File: config.mk
export PLATFORM = sky130hd
export DESIGN_NAME = score4_move_sequencer
export DESIGN_NICKNAME = d
export VERILOG_FILES = /design/src/rtl/score4_move_sequencer.sv
export SDC_FILE = /design/constraint.sdc
export NUM_CORES = 1
export LEC_CHECK = 0
export ABC_AREA = 0
export CAP_MARGIN = 10
export CORE_ASPECT_RATIO = 1.1
export CORE_MARGIN = 3
export CORE_UTILIZATION = 50
export CTS_CLUSTER_SIZE = 24
export DETAILED_ROUTE_END_ITERATION = 16
export PLACE_DENSITY = 0.75
export SLEW_MARGIN = 20
export SYNTH_ARGS = -nofsm -noshare
export SYNTH_HDL_FRONTEND = slang
export SYNTH_SLANG_ARGS = --single-unit
export TNS_END_PERCENT = 100
File: constraint.sdc
create_clock -name clk -period 3.9 [get_ports clk]
set_input_delay 0.78 -clock clk [delete_from_list [all_inputs] [get_ports clk]]
set_output_delay 0.78 -clock clk [all_outputs]
set_load 0.1 [all_outputs]
File: src/rtl/score4_move_sequencer.sv
// Move sequencer for the score4 core: arbitrates human and automated moves,
// expands an automated column choice into timed left/right/put pulses.
module score4_move_sequencer #(
    parameter int NCOLS      = 7,
    parameter int COL_START  = 3,
    parameter int PULSE_LEN  = 3,
    parameter int GAP_LEN    = 4,
    parameter int SETTLE_LEN = 8,
    parameter int FRAME_SYNC = 0
) (
    input  logic       clk,
    input  logic       rst,
    input  logic       h_left,
    input  logic       h_right,
    input  logic       h_put,
    input  logic       auto_valid,
    input  logic [2:0] auto_col,
    output logic       auto_ready,
    input  logic       player,
    input  logic       invalid_move,
    input  logic       win_a,
    input  logic       win_b,
    input  logic       full_panel,
    input  logic       vsync,
    output logic       left,
    output logic       right,
    output logic       put,
    output logic [2:0] cursor,
    output logic       busy,
    output logic       err_col,
    output logic       game_over
);
    localparam logic [2:0] CMAX   = 3'(NCOLS - 1);
    localparam logic [2:0] COL0   = 3'(COL_START);
    localparam logic [7:0] P_LAST = 8'(PULSE_LEN - 1);
    localparam logic [7:0] G_LAST = 8'(GAP_LEN - 1);
    localparam logic [7:0] S_LAST = 8'(SETTLE_LEN - 1);

    typedef enum logic [2:0] {
        S_IDLE, S_STEP, S_GAP, S_PUT, S_SETTLE, S_ARM, S_OVER
    } state_t;

    state_t     state_q, state_d;
    logic [7:0] cnt_q, cnt_d;
    logic [2:0] cursor_q, cursor_d;
    logic [2:0] target_q, target_d;
    logic       dir_q, dir_d;
    logic       auto_seq_q, auto_seq_d;
    logic       arm_put_q, arm_put_d;
    logic       vsync_q;
    logic       left_q, left_d, right_q, right_d, put_q, put_d;
    logic       busy_q, busy_d, err_col_q, err_col_d, game_over_q, game_over_d;
    logic       status, frame_ok, launch_step, launch_put;

    assign status   = win_a | win_b | full_panel;
    assign frame_ok = (FRAME_SYNC == 0) || (vsync_q && !vsync);

    always_comb begin
        state_d     = state_q;
        cnt_d       = cnt_q;
        cursor_d    = cursor_q;
        target_d    = target_q;
        dir_d       = dir_q;
        auto_seq_d  = auto_seq_q;
        arm_put_d   = arm_put_q;
        err_col_d   = 1'b0;
        launch_step = 1'b0;
        launch_put  = 1'b0;
        case (state_q)
            S_IDLE: begin
                if (status) begin
                    state_d = S_OVER;
                end else if (player) begin
                    if (auto_valid) begin
                        if (auto_col > CMAX) begin
                            err_col_d = 1'b1;
                        end else begin
                            auto_seq_d = 1'b1;
                            target_d   = auto_col;
                            dir_d      = auto_col > cursor_q;
                            if (auto_col == cursor_q) launch_put  = 1'b1;
                            else                      launch_step = 1'b1;
                        end
                    end
                end else begin
                    // put > left > right; a blocked left swallows the right
                    auto_seq_d = 1'b0;
                    if (h_put) begin
                        launch_put = 1'b1;
                    end else if (h_left) begin
                        if (cursor_q != 3'd0) begin
                            dir_d       = 1'b0;
                            launch_step = 1'b1;
                        end
                    end else if (h_right && cursor_q != CMAX) begin
                        dir_d       = 1'b1;
                        launch_step = 1'b1;
                    end
                end
            end
            S_STEP: begin
                if (cnt_q == 8'd0) begin
                    state_d = S_GAP;
                    cnt_d   = G_LAST;
                    if (dir_q && cursor_q != CMAX)       cursor_d = cursor_q + 3'd1;
                    else if (!dir_q && cursor_q != 3'd0) cursor_d = cursor_q - 3'd1;
                end else begin
                    cnt_d = cnt_q - 8'd1;
                end
            end
            S_GAP: begin
                if (cnt_q == 8'd0) begin
                    if (!auto_seq_q)             state_d     = S_IDLE;
                    else if (cursor_q == target_q) launch_put  = 1'b1;
                    else                         launch_step = 1'b1;
                end else begin
                    cnt_d = cnt_q - 8'd1;
                end
            end
            S_PUT: begin
                if (cnt_q == 8'd0) begin
                    state_d = S_SETTLE;
                    cnt_d   = S_LAST;
                end else begin
                    cnt_d = cnt_q - 8'd1;
                end
            end
            S_SETTLE: begin
                if (cnt_q == 8'd0) begin
                    if (status) begin
                        state_d = S_OVER;
                    end else begin
                        err_col_d = invalid_move && auto_seq_q;
                        state_d   = S_IDLE;
                    end
                end else begin
                    cnt_d = cnt_q - 8'd1;
                end
            end
            S_ARM: begin
                if (frame_ok) begin
                    state_d = arm_put_q ? S_PUT : S_STEP;
                    cnt_d   = P_LAST;
                end
            end
            default: ;
        endcase
        // Pulses start immediately, or park in ARM until the frame boundary
        if (launch_step || launch_put) begin
            if (frame_ok) begin
                state_d = launch_put ? S_PUT : S_STEP;
                cnt_d   = P_LAST;
            end else begin
                state_d   = S_ARM;
                arm_put_d = launch_put;
            end
        end
        left_d      = (state_d == S_STEP) && !dir_d;
        right_d     = (state_d == S_STEP) && dir_d;
        put_d       = (state_d == S_PUT);
        busy_d      = (state_d != S_IDLE) && (state_d != S_OVER);
        game_over_d = (state_d == S_OVER);
    end

    always_ff @(posedge clk) begin
        if (!rst) begin
            state_q     <= S_IDLE;
            cnt_q       <= 8'd0;
            cursor_q    <= COL0;
            target_q    <= COL0;
            dir_q       <= 1'b0;
            auto_seq_q  <= 1'b0;
            arm_put_q   <= 1'b0;
            vsync_q     <= 1'b0;
            left_q      <= 1'b0;
            right_q     <= 1'b0;
            put_q       <= 1'b0;
            busy_q      <= 1'b0;
            err_col_q   <= 1'b0;
            game_over_q <= 1'b0;
        end else begin
            state_q     <= state_d;
            cnt_q       <= cnt_d;
            cursor_q    <= cursor_d;
            target_q    <= target_d;
            dir_q       <= dir_d;
            auto_seq_q  <= auto_seq_d;
            arm_put_q   <= arm_put_d;
            vsync_q     <= vsync;
            left_q      <= left_d;
            right_q     <= right_d;
            put_q       <= put_d;
            busy_q      <= busy_d;
            err_col_q   <= err_col_d;
            game_over_q <= game_over_d;
        end
    end

    assign auto_ready = rst && player && (state_q == S_IDLE);
    assign left       = left_q;
    assign right      = right_q;
    assign put        = put_q;
    assign cursor     = cursor_q;
    assign busy       = busy_q;
    assign err_col    = err_col_q;
    assign game_over  = game_over_q;
endmodule

==> results of run 1 <==
## worst register-to-register path: cells and delay by family (launching register included)
family,cells,cell delay (ns)
AOI/OAI and AO/OA,3,0.86
adders and majority gates,1,0.17
buffers and inverters,1,0.12
DFF,1,0.40
and+or+nand+nor,2,0.75
## cell usage after synthesis (all sizes together) (2+ instances only)
cell type   n
or4         2
o21ai      10
o31a        2
nand4b      2
buf         4
a2111oi     2
xor2        8
nand2b      2
nor3       12
and3        2
o2111ai     2
o211ai      4
a21o        2
inv         8
dfxtp      25
and2        3
nor2       16
or3         3
nor4        2
or2         2
nor4b       2
nand3b      2
nand4       4
nand3       5
clkbuf      3
nand2      13
nor3b       2
a21oi      12
nor2b       4
a221o       3
ha          5
a211oi      2
a22oi       2
## power by group through the flow
| stage | sequential (W) | combinational, W | clock (W) |
|---|---|---|---|
| floorplan | 0.000396 | 0.000406 | 0 |
| global placement | 0.000375 | 0.000532 | 0 |
| detailed placement | 0.000378 | 0.000545 | 0 |
| CTS | 0.000373 | 0.000548 | 0.000120 |
| global route | 0.000383 | 0.000610 | 0.000132 |
| finish | 0.000375 | 0.000553 | 0.000118 |
## state kept, by name, summed over array words and instances (netlist names)
| name | flops |
|---|---|
| right | 1 |
| game_over | 1 |
| target_q | 3 |
| put | 1 |
| left | 1 |
| err_col | 1 |
| dir_q | 1 |
| state_q | 3 |
| cnt_q | 8 |
| cursor | 3 |
| auto_seq_q | 1 |
| busy | 1 |
## final cells by class
type | count | area share
tap | 33 | 0.0221
clock buffer | 4 | 0.0140
multi-input combinational | 152 | 0.548
inverter | 8 | 0.0160
timing repair buffer | 24 | 0.132
sequential | 25 | 0.267
## logic make-up after synthesis
logic type	share of synthesized area
and+or+nand+nor	0.298
AOI/OAI and AO/OA	0.225
DFF	0.313
buffers and inverters	0.0493
xor gates and xnor gates	0.0493
adders and majority gates	0.0516
muxes	0.0133
## per-layer routing
| layer | track usage | vias to the layer above | part of all wire |
|---|---|---|---|
| met5 | 0 | - | 0 |
| met4 | 0.0554 | 0 | 0.012 |
| met3 | 0.0295 | 7 | 0.065 |
| met2 | 0.336 | 64 | 0.46 |
| met1 | 0.300 | 710 | 0.46 |
| li1 | - | 761 | - |
## worst paths after layout
kind	cells after the start	slack, ns	start	to
min reg2reg	2	0.48	target_q[2]$_SDFFE_PN0P_	target_q[2]$_SDFFE_PN0P_
min	2	0.48	target_q[2]$_SDFFE_PN0P_	target_q[2]$_SDFFE_PN0P_
max	4	0.81	rst	auto_ready
max reg2reg	7	1.48	cnt_q[0]$_SDFFE_PP0P_	busy$_SDFF_PN0_
## placed cells by master (no fill, tap or decap), types with 2 or more instances in the layout
master / count
nand3_1: 5
and3_1: 2
a21o_1: 2
nand2b_1: 2
nand4b_1: 2
nor3b_1: 2
nor4_1: 2
nand2_1: 13
and2_1: 2
inv_1: 8
o31a_1: 2
or3_1: 2
ha_1: 5
o21ai_0: 10
a211oi_1: 2
nand3b_1: 2
dfxtp_1: 25
a21oi_1: 12
xor2_1: 8
a22oi_1: 2
a221o_1: 3
o211ai_1: 4
clkbuf_4: 3
clkdlybuf4s50_1: 22
nor2_1: 16
nand4_1: 4
nor3_1: 12
nor2b_1: 4
o2111ai_1: 2
## metrics by stage
stage                     cells  power, W  cell area [sq um]  setup WS (ns)   util
after floorplan             193  0.000802               1610          0.478      -
after global placement      242  0.000907               1850          0.839  0.636
after detailed placement    242  0.000924               1850          0.837  0.636
after CTS                   246   0.00104               1870          0.826  0.645
after global routing        246   0.00112               1870          0.747  0.645
final                       246   0.00105               1870          0.809  0.645
==> metrics.txt, run 1 <==
status finished, final reports clean; DR WL/cell 15.8 um; Synth Area per Inst 8.29 sq um; diodes inserted 0; Die Y 65.3 um; Layout fillers 247; CTS tree yes; Peak supply drop 0.423 mV; register bit total from synthesis 25; Rel. slew slack 0.344; ys flop type dfxtp_1; RSZ-0062 raised after global routing false; Worst Path Max Fanout 12; drt initial violations 80; clk root buf clkbuf_4; Synth Instances 193; Synth Net Count 214; Die Area 0.00391 sq mm; clk_skew 0.0105 ns; setup TNS 0 ns; Final setup viols 0; measured slew at the worst slew-check pin 0.980 ns; global-route usage over all layers 0.213; Worst Path Required 3.12 ns; largest net degree at the start of global routing 21; area delta synth->final 17.1%; Static Leak 0.692 nW; via density per instance 6.27; register share of total power 0.358; nets@finish 235; Via Count 1542; Yosys top cell by area dfxtp_1; final WL 3900 um; EDFF count, synth 0; synthesis warning total 0; vias in the first global route 1440; sw frac 0.466; IO Count 25; Comb pwr share 0.529; post-synth top area share 0.313; Pins Over Slew Limit 0; min Tclk post-route 3.09 ns; core area 0.00290 sq mm; P per Cell Area 559 mW/mm^2; CP top delay family buffers and inverters; synth top area cells dfxtp_1 31%, xor2_1 4.4%, ha_1 3.9%, a21oi_1 3.8%, nor3_1 3.8%; Bufs and invs on worst path 3; Post CTS Setup Buffer Count 0; First-pass DRT Iterations 4; clock-pin slew on the worst setup and hold paths 0.14 ns; # port buffers 23; HPWL Detailed 2960 um; min-delay worst type flop to flop; Initial Util 0.551; fin crit share 0.792; post-synth cell types 61; Slowest-stage cell, CP clkdlybuf4s50_1; multi-input logic area 0.00103 sq mm; Sink Count 25; register area share after synthesis 0.313; largest stage delay on the critical path 0.76 ns; number of H-tree levels 1; global route total overflow 0; Crit Path Class input port to output port; Post-CTS Resized 0; cts bufs inserted 3; FF+latch area 500 sq um; Peak Freq 0.324 GHz; critical path capture point type output port; crit path cell chain clkdlybuf4s50_1 > inv_1 > nor4b_2 > buf_12; clock network power share 0.113; Clock Path Buffers 2; Post-Syn Area 0.00160 sq mm; share of layout cells above drive strength 1 0.0892; Routed Antenna Nets 0; final hold vios 0; Core Rows 20; Net Sw Power 0.000487 W; GP Congestion 0.889; hold_buf cts 0; Die W 59.9 um; first-pass GRT wire length 6540 um; MaxCap Viol Count 0; clock latency on the worst-skew pair 0.33 ns; Min Hold Slack 0.480 ns; Int Power 0.000559 W; CP Launch Type input port; DRC 0; Worst Path Arrival 2.31 ns; initial antenna violation count 0; Async S/R FF share, synth 0
No activity file was read; power rests on OpenSTA's default activity.
==> run 2, diff against run 1 <==
clock period = 3 ns   (was 3.9 ns; I/O delays follow)
==> run 2 against run 1 <==
- flip-flop and latch count unchanged
- via count up 0.58%
- clock power increased by 40%
- critical path type is now input port to flop
- design area grew 1.5%
- non-clock buffer count grew 5
- sequential share of layout area shrank 0.39 points
- first-iteration DRC count shrank 8.8%
- sequential power increased by 22%
==> metrics.txt, run 2 (synthesized netlist as in run 1, its figures left out) <==
Die Y 65.3 um (unchanged); MaxCap Viol Count 0 (unchanged); DRC 0 (unchanged); Die Area 0.00391 sq mm (unchanged); Peak Freq 0.395 GHz; Layout fillers 249 (was 247); core area 0.00290 sq mm (unchanged); drt initial violations 73 (was 80); Slowest-stage cell, CP clkdlybuf4s50_1 (unchanged); Clock Path Buffers 2 (unchanged); via density per instance 6.18 (was 6.27); HPWL Detailed 3010 um (was 2960 um); largest net degree at the start of global routing 19 (was 21); Final setup viols 0 (unchanged); multi-input logic area 0.00103 sq mm (about the same); CTS tree yes (unchanged); measured slew at the worst slew-check pin 0.661 ns (was 0.980 ns); # port buffers 23 (unchanged); clock latency on the worst-skew pair 0.33 ns (about the same); status finished, final reports clean (unchanged); Bufs and invs on worst path 2 (was 3); share of layout cells above drive strength 1 0.156 (was 0.0892); Crit Path Class input port to flop (was input port to output port); CP top delay family compound AO/OA/AOI/OAI gates (was buffers and inverters); Top reg by flops cnt_q (unchanged); number of H-tree levels 1 (unchanged); area delta synth->final 18.8% (was 17.1%); first-pass GRT wire length 6400 um (was 6540 um); min-delay worst type flop to flop (unchanged); First-pass DRT Iterations 4 (unchanged); Pins Over Slew Limit 0 (unchanged); setup TNS 0 ns (unchanged); Initial Util 0.551 (unchanged); Worst Path Max Fanout 5 (was 12); clock-pin slew on the worst setup and hold paths 0.15 ns (was 0.14 ns); min Tclk post-route 2.53 ns; met3 WL post-DR 162 um (was 252 um); final hold vios 0 (unchanged); Die W 59.9 um (unchanged); Worst Path Required 3.24 ns (was 3.12 ns); r2r endpoint busy$_SDFF_PN0_ (unchanged); DR WL/cell 15.3 um (was 15.8 um); Reg2Reg Setup Slack 0.56 ns (was 1.48 ns); CP Launch Type input port (unchanged); DP Area 0.00187 sq mm (was 0.00185 sq mm); FF+latch area 500 sq um (unchanged); worst slack, placed 0.107 ns (was 0.837 ns); DR WL met2 2030 um (was 1780 um); worst hold endpoint target_q[2]$_SDFFE_PN0P_ (unchanged); RSZ-0062 raised after global routing false (unchanged); Sink Count 25 (unchanged); global-route usage over all layers 0.211 (was 0.213); final WL 3850 um (was 3900 um); Worst R2R Path Depth 7 (unchanged); initial antenna violation count 0 (unchanged); P per Cell Area 727 mW/mm^2 (was 559 mW/mm^2); post-route setup slack 0.466 ns (was 0.809 ns); Static Leak 0.735 nW (was 0.692 nW); global route total overflow 0 (unchanged); Core Rows 20 (unchanged); Routed Antenna Nets 0 (unchanged); most common cell after layout, fill and taps aside dfxtp_1 (unchanged); max reg flops 8 (unchanged); critical path capture point type flop (was output port); hold_sp target_q[2]$_SDFFE_PN0P_ (unchanged); Peak supply drop 0.581 mV (was 0.423 mV); Rel. slew slack 0.555 (was 0.344); cts bufs inserted 3 (unchanged); Post CTS Setup Buffer Count 0 (unchanged); most frequent cells in the layout 25 x dfxtp_1, 16 x nor2_1, 15 x buf_4, 13 x nand2_1, 13 x clkdlybuf4s50_1 (was 25 x dfxtp_1, 22 x clkdlybuf4s50_1, 16 x nor2_1, 13 x nand2_1); diodes inserted 0 (unchanged); largest stage delay on the critical path 0.48 ns (was 0.76 ns); routed metal-1 wirelength 1610 um (was 1810 um); Worst Path Arrival 2.77 ns (was 2.31 ns); clk_skew 0.00548 ns (was 0.0105 ns); hold_buf cts 0 (unchanged); highest routed layer met4 (unchanged); CP Launch Point auto_col[0] (was rst); Hold Crit Depth 2 (unchanged); Post-CTS Resized 0 (unchanged); design area 0.00190 sq mm (was 0.00187 sq mm); Via Count 1551 (was 1542); IO Count 25 (unchanged); vias in the first global route 1465 (was 1440); GP Congestion 0.959 (was 0.889); nets@finish 240 (was 235); crit path cell chain clkdlybuf4s50_1 > inv_1 > ha_1 > nand3_1 > a2111oi_2 > a22oi_1 > and3_1 > a221o_1 (was clkdlybuf4s50_1 > inv_1 > nor4b_2 > buf_12); R2R Path Start cursor[1]$_SDFFE_PN1P_ (was cnt_q[0]$_SDFFE_PP0P_); clk root buf clkbuf_4 (unchanged); fin crit share 0.845
[run 2: cell count changes in the layout (fill, tap and decap cells not counted)]
cell | before | now
clkdlybuf4s50_1 | 22 | 13
buf_4 | 1 | 15
nor4b_2 | 1 | 0
clkbuf_1 | 1 | 0
clkinvlp_4 | 0 | 1
nor4b_4 | 0 | 1
[run 2: area by class of cell]
cell class                 instances  area share
clock buffer                       3      0.0119
clock inverter                     1     0.00395
inverter                           8      0.0158
multi-input combinational        152       0.545
sequential                        25       0.264
tap                               33      0.0217
timing repair buffer              29       0.138
[run 2: how the worst max path moves through the flow]
stage,to,cells past startpoint,slack [ns]
2_1_floorplan,busy$_SDFF_PN0_,7,0.14
3_3_place_gp,busy$_SDFF_PN0_,8,0.13
3_5_place_dp,busy$_SDFF_PN0_,8,0.11
4_1_cts,busy$_SDFF_PN0_,8,0.46
5_1_grt,busy$_SDFF_PN0_,8,0.31
6_report,busy$_SDFF_PN0_,8,0.47
[run 2: report_power, final]
group	switching (W)	internal (W)	leakage (nW)
sequential	0.0000685	0.000389	0.204
combinational	0.000464	0.000294	0.516
clock	0.000114	0.0000511	0.0139
[run 2: stage by stage]
stage          power (W)  hold WS (ns)   util  std cells
2_1_floorplan    0.00105         0.442      -        193
3_3_place_gp     0.00119         0.458  0.644        247
3_5_place_dp     0.00121         0.461  0.644        247
4_1_cts          0.00137         0.485  0.654        251
5_1_grt          0.00148         0.508  0.654        251
6_report         0.00138         0.484  0.654        251
[run 2: worst min-delay path, cell delays in order, from the launching register on]
cell	delay [ns]
dfxtp_1	0.35
inv_1	0.05
a211oi_1	0.06
[run 2: metal layers]
metal  vias to the layer above  global-route usage
li1                        776                   -
met1                       731               0.236
met2                        39               0.386
met3                         5              0.0373
met4                         0              0.0748
met5                         -                   0
==> run 3, diff against run 2 <==
CORE_UTILIZATION = 48   (was 50)
clock period = 2.24 ns   (was 3 ns; I/O delays follow)
==> run 3 against run 2 <==
- via count grew 8.5%
- sequential share of layout area is 2.2 points lower
- cell count rose by 10%
- global-route usage is 2.6 points higher
- design area increased by 12%
- clock power is 19% higher
- total power up 48%
- non-clock buffer count rose by 24
- routed wire length rose by 15%
- clock skew grew 0.0017 ns
- first-iteration DRC count is 52% higher
- hold slack improved by 0.0082 ns
==> metrics.txt, run 3 (synthesized netlist as in run 1, its figures left out) <==
CP Launch Type input port (unchanged); Rel. slew slack 0.646 (was 0.555); Worst Path Max Fanout 4 (was 5); drt initial violations 111 (was 73); Net Sw Power 0.000914 W (was 0.000646 W); most frequent cells in the layout 39 x buf_4, 22 x dfxtp_1, 16 x nor2_1, 13 x nand2_1 (was 25 x dfxtp_1, 16 x nor2_1, 15 x buf_4, 13 x nand2_1, 13 x clkdlybuf4s50_1); number of H-tree levels 1 (unchanged); min-delay worst type flop to flop (unchanged); first-pass GRT wire length 7380 um (was 6400 um); placed cell count 271 (was 247); Reg2Reg Setup Slack 0.07 ns (was 0.56 ns); Layout fillers 260 (was 249); max reg flops 8 (unchanged); Peak Freq 0.457 GHz; most common cell after layout, fill and taps aside buf_4 (was dfxtp_1); clk_skew 0.00721 ns (was 0.00548 ns); Die Y 66.5 um (was 65.3 um); DRC 0 (unchanged); Crit Path Class input port to flop (unchanged); Min Hold Slack 0.492 ns (was 0.484 ns); fin util 0.679 (was 0.654); critical path capture point type flop (unchanged); status finished, final reports clean (unchanged); clock network power share 0.097 (was 0.119); CTS tree yes (unchanged); # port buffers 23 (unchanged); Static Leak 0.865 nW (was 0.735 nW); Routed Antenna Nets 0 (unchanged); register share of total power 0.277 (was 0.331); Pins Over Slew Limit 0 (unchanged); fin crit share 0.977; Int Power 0.00112 W (was 0.000734 W); clk root buf clkbuf_4 (unchanged); Worst Path Required 2.45 ns (was 3.24 ns); area delta synth->final 32.8% (was 18.8%); P per Cell Area 960 mW/mm^2 (was 727 mW/mm^2); diodes inserted 0 (unchanged); core area 0.00313 sq mm (was 0.00290 sq mm); cts bufs inserted 3 (unchanged); Top reg by flops cnt_q (unchanged); clock latency on the worst-skew pair 0.30 ns (was 0.33 ns); share of layout cells above drive strength 1 0.260 (was 0.156); Peak supply drop 0.467 mV (was 0.581 mV); IO Count 25 (unchanged); Comb pwr share 0.626 (was 0.550); Via Count 1683 (was 1551); multi-input logic area 0.00107 sq mm (was 0.00103 sq mm); HPWL Detailed 3380 um (was 3010 um); nets@finish 264 (was 240); largest net degree at the start of global routing 19 (unchanged); Power Total 0.00204 W (was 0.00138 W); initial antenna violation count 0 (unchanged); via density per instance 6.10 (was 6.18); Die W 61.0 um (was 59.9 um); Worst Path Arrival 2.40 ns (was 2.77 ns); Die Area 0.00406 sq mm (was 0.00391 sq mm); MaxCap Viol Count 0 (unchanged); Initial Util 0.511 (was 0.551); clock-pin slew on the worst setup and hold paths 0.14 ns (was 0.15 ns); Finished Layout Cells 276 (was 251); First-pass DRT Iterations 4 (unchanged); final hold vios 0 (unchanged); sw frac 0.448 (was 0.468); FF+latch area 512 sq um (was 500 sq um); Sink Count 25 (unchanged); measured slew at the worst slew-check pin 0.518 ns (was 0.661 ns); vias in the first global route 1621 (was 1465); final WL 4440 um (was 3850 um); Clock Path Buffers 2 (unchanged); Core Rows 21 (was 20); Final setup viols 0 (unchanged); global-route usage over all layers 0.237 (was 0.211); GP Congestion 0.880 (was 0.959); min Tclk post-route 2.19 ns; DR WL/cell 16.1 um (was 15.3 um); global route total overflow 0 (unchanged)
==> run 3: cell types whose count changed in the layout (fill, tap and decap cells not counted), sizes merged <==
cell	delta
clkinvlp	-1
dlymetal6s2s	+1
clkbuf	+1
clkdlybuf4s50	-1
buf	+24
==> run 3: through the flow <==
stage	TNS, ns	instance area, sq um	setup WS [ns]
finish	0	2120	0.0515
detailed placement	-4.09	2070	-0.362
global route	-0.0287	2120	-0.0269
floorplan	0	1640	0.0221
global placement	-3.52	2070	-0.333
CTS	0	2100	0.0278
==> run 3: timing repair <==
action	in CTS	in global routing
pin swaps	1	6
hold buffers	0	0
gates cloned	0	0
setup buffers	0	1
setup endpoints to repair	1	12
gates resized for setup	1	5
==> run 3: final timing paths <==
kind | startpoint | endpoint | depth (start not counted)
setup / recovery | win_b | busy$_SDFF_PN0_ | 6
hold / removal | target_q[2]$_SDFFE_PN0P_ | target_q[2]$_SDFFE_PN0P_ | 2
hold reg to reg | target_q[2]$_SDFFE_PN0P_ | target_q[2]$_SDFFE_PN0P_ | 2
setup reg to reg | cnt_q[3]$_SDFFE_PP0P_ | busy$_SDFF_PN0_ | 5
==> run 3: cell type report <==
type                       count  share of cell area
multi-input combinational    152               0.503
inverter                       8              0.0141
timing repair buffer          53               0.210
clock buffer                   4              0.0124
sequential                    25               0.241
tap                           34              0.0200
==> run 3: critical path: stages <==
cell and delay, ns:
clkdlybuf4s50_1 0.41, or3_2 0.53, a2111oi_4 0.41, a22oi_2 0.16
and3_1 0.17, a221o_1 0.27
==> run 3: metal layers <==
| layer | track usage | part of all wire | vias to the layer above |
|---|---|---|---|
| met5 | 0 | 0 | - |
| met4 | 0.0976 | 0.027 | 0 |
| met3 | 0.0368 | 0.065 | 12 |
| met2 | 0.388 | 0.50 | 67 |
| met1 | 0.304 | 0.41 | 785 |
| li1 | - | - | 819 |
==> run 3: power by group through the flow <==
stage	logic (W)	registers, W	clock network [W]
final	0.00128	0.000565	0.000197
after CTS	0.00123	0.000564	0.000203
after global routing	0.00139	0.000574	0.000230
after detailed placement	0.00122	0.000574	0
after floorplan	0.000723	0.000686	0
after global placement	0.00119	0.000572	0
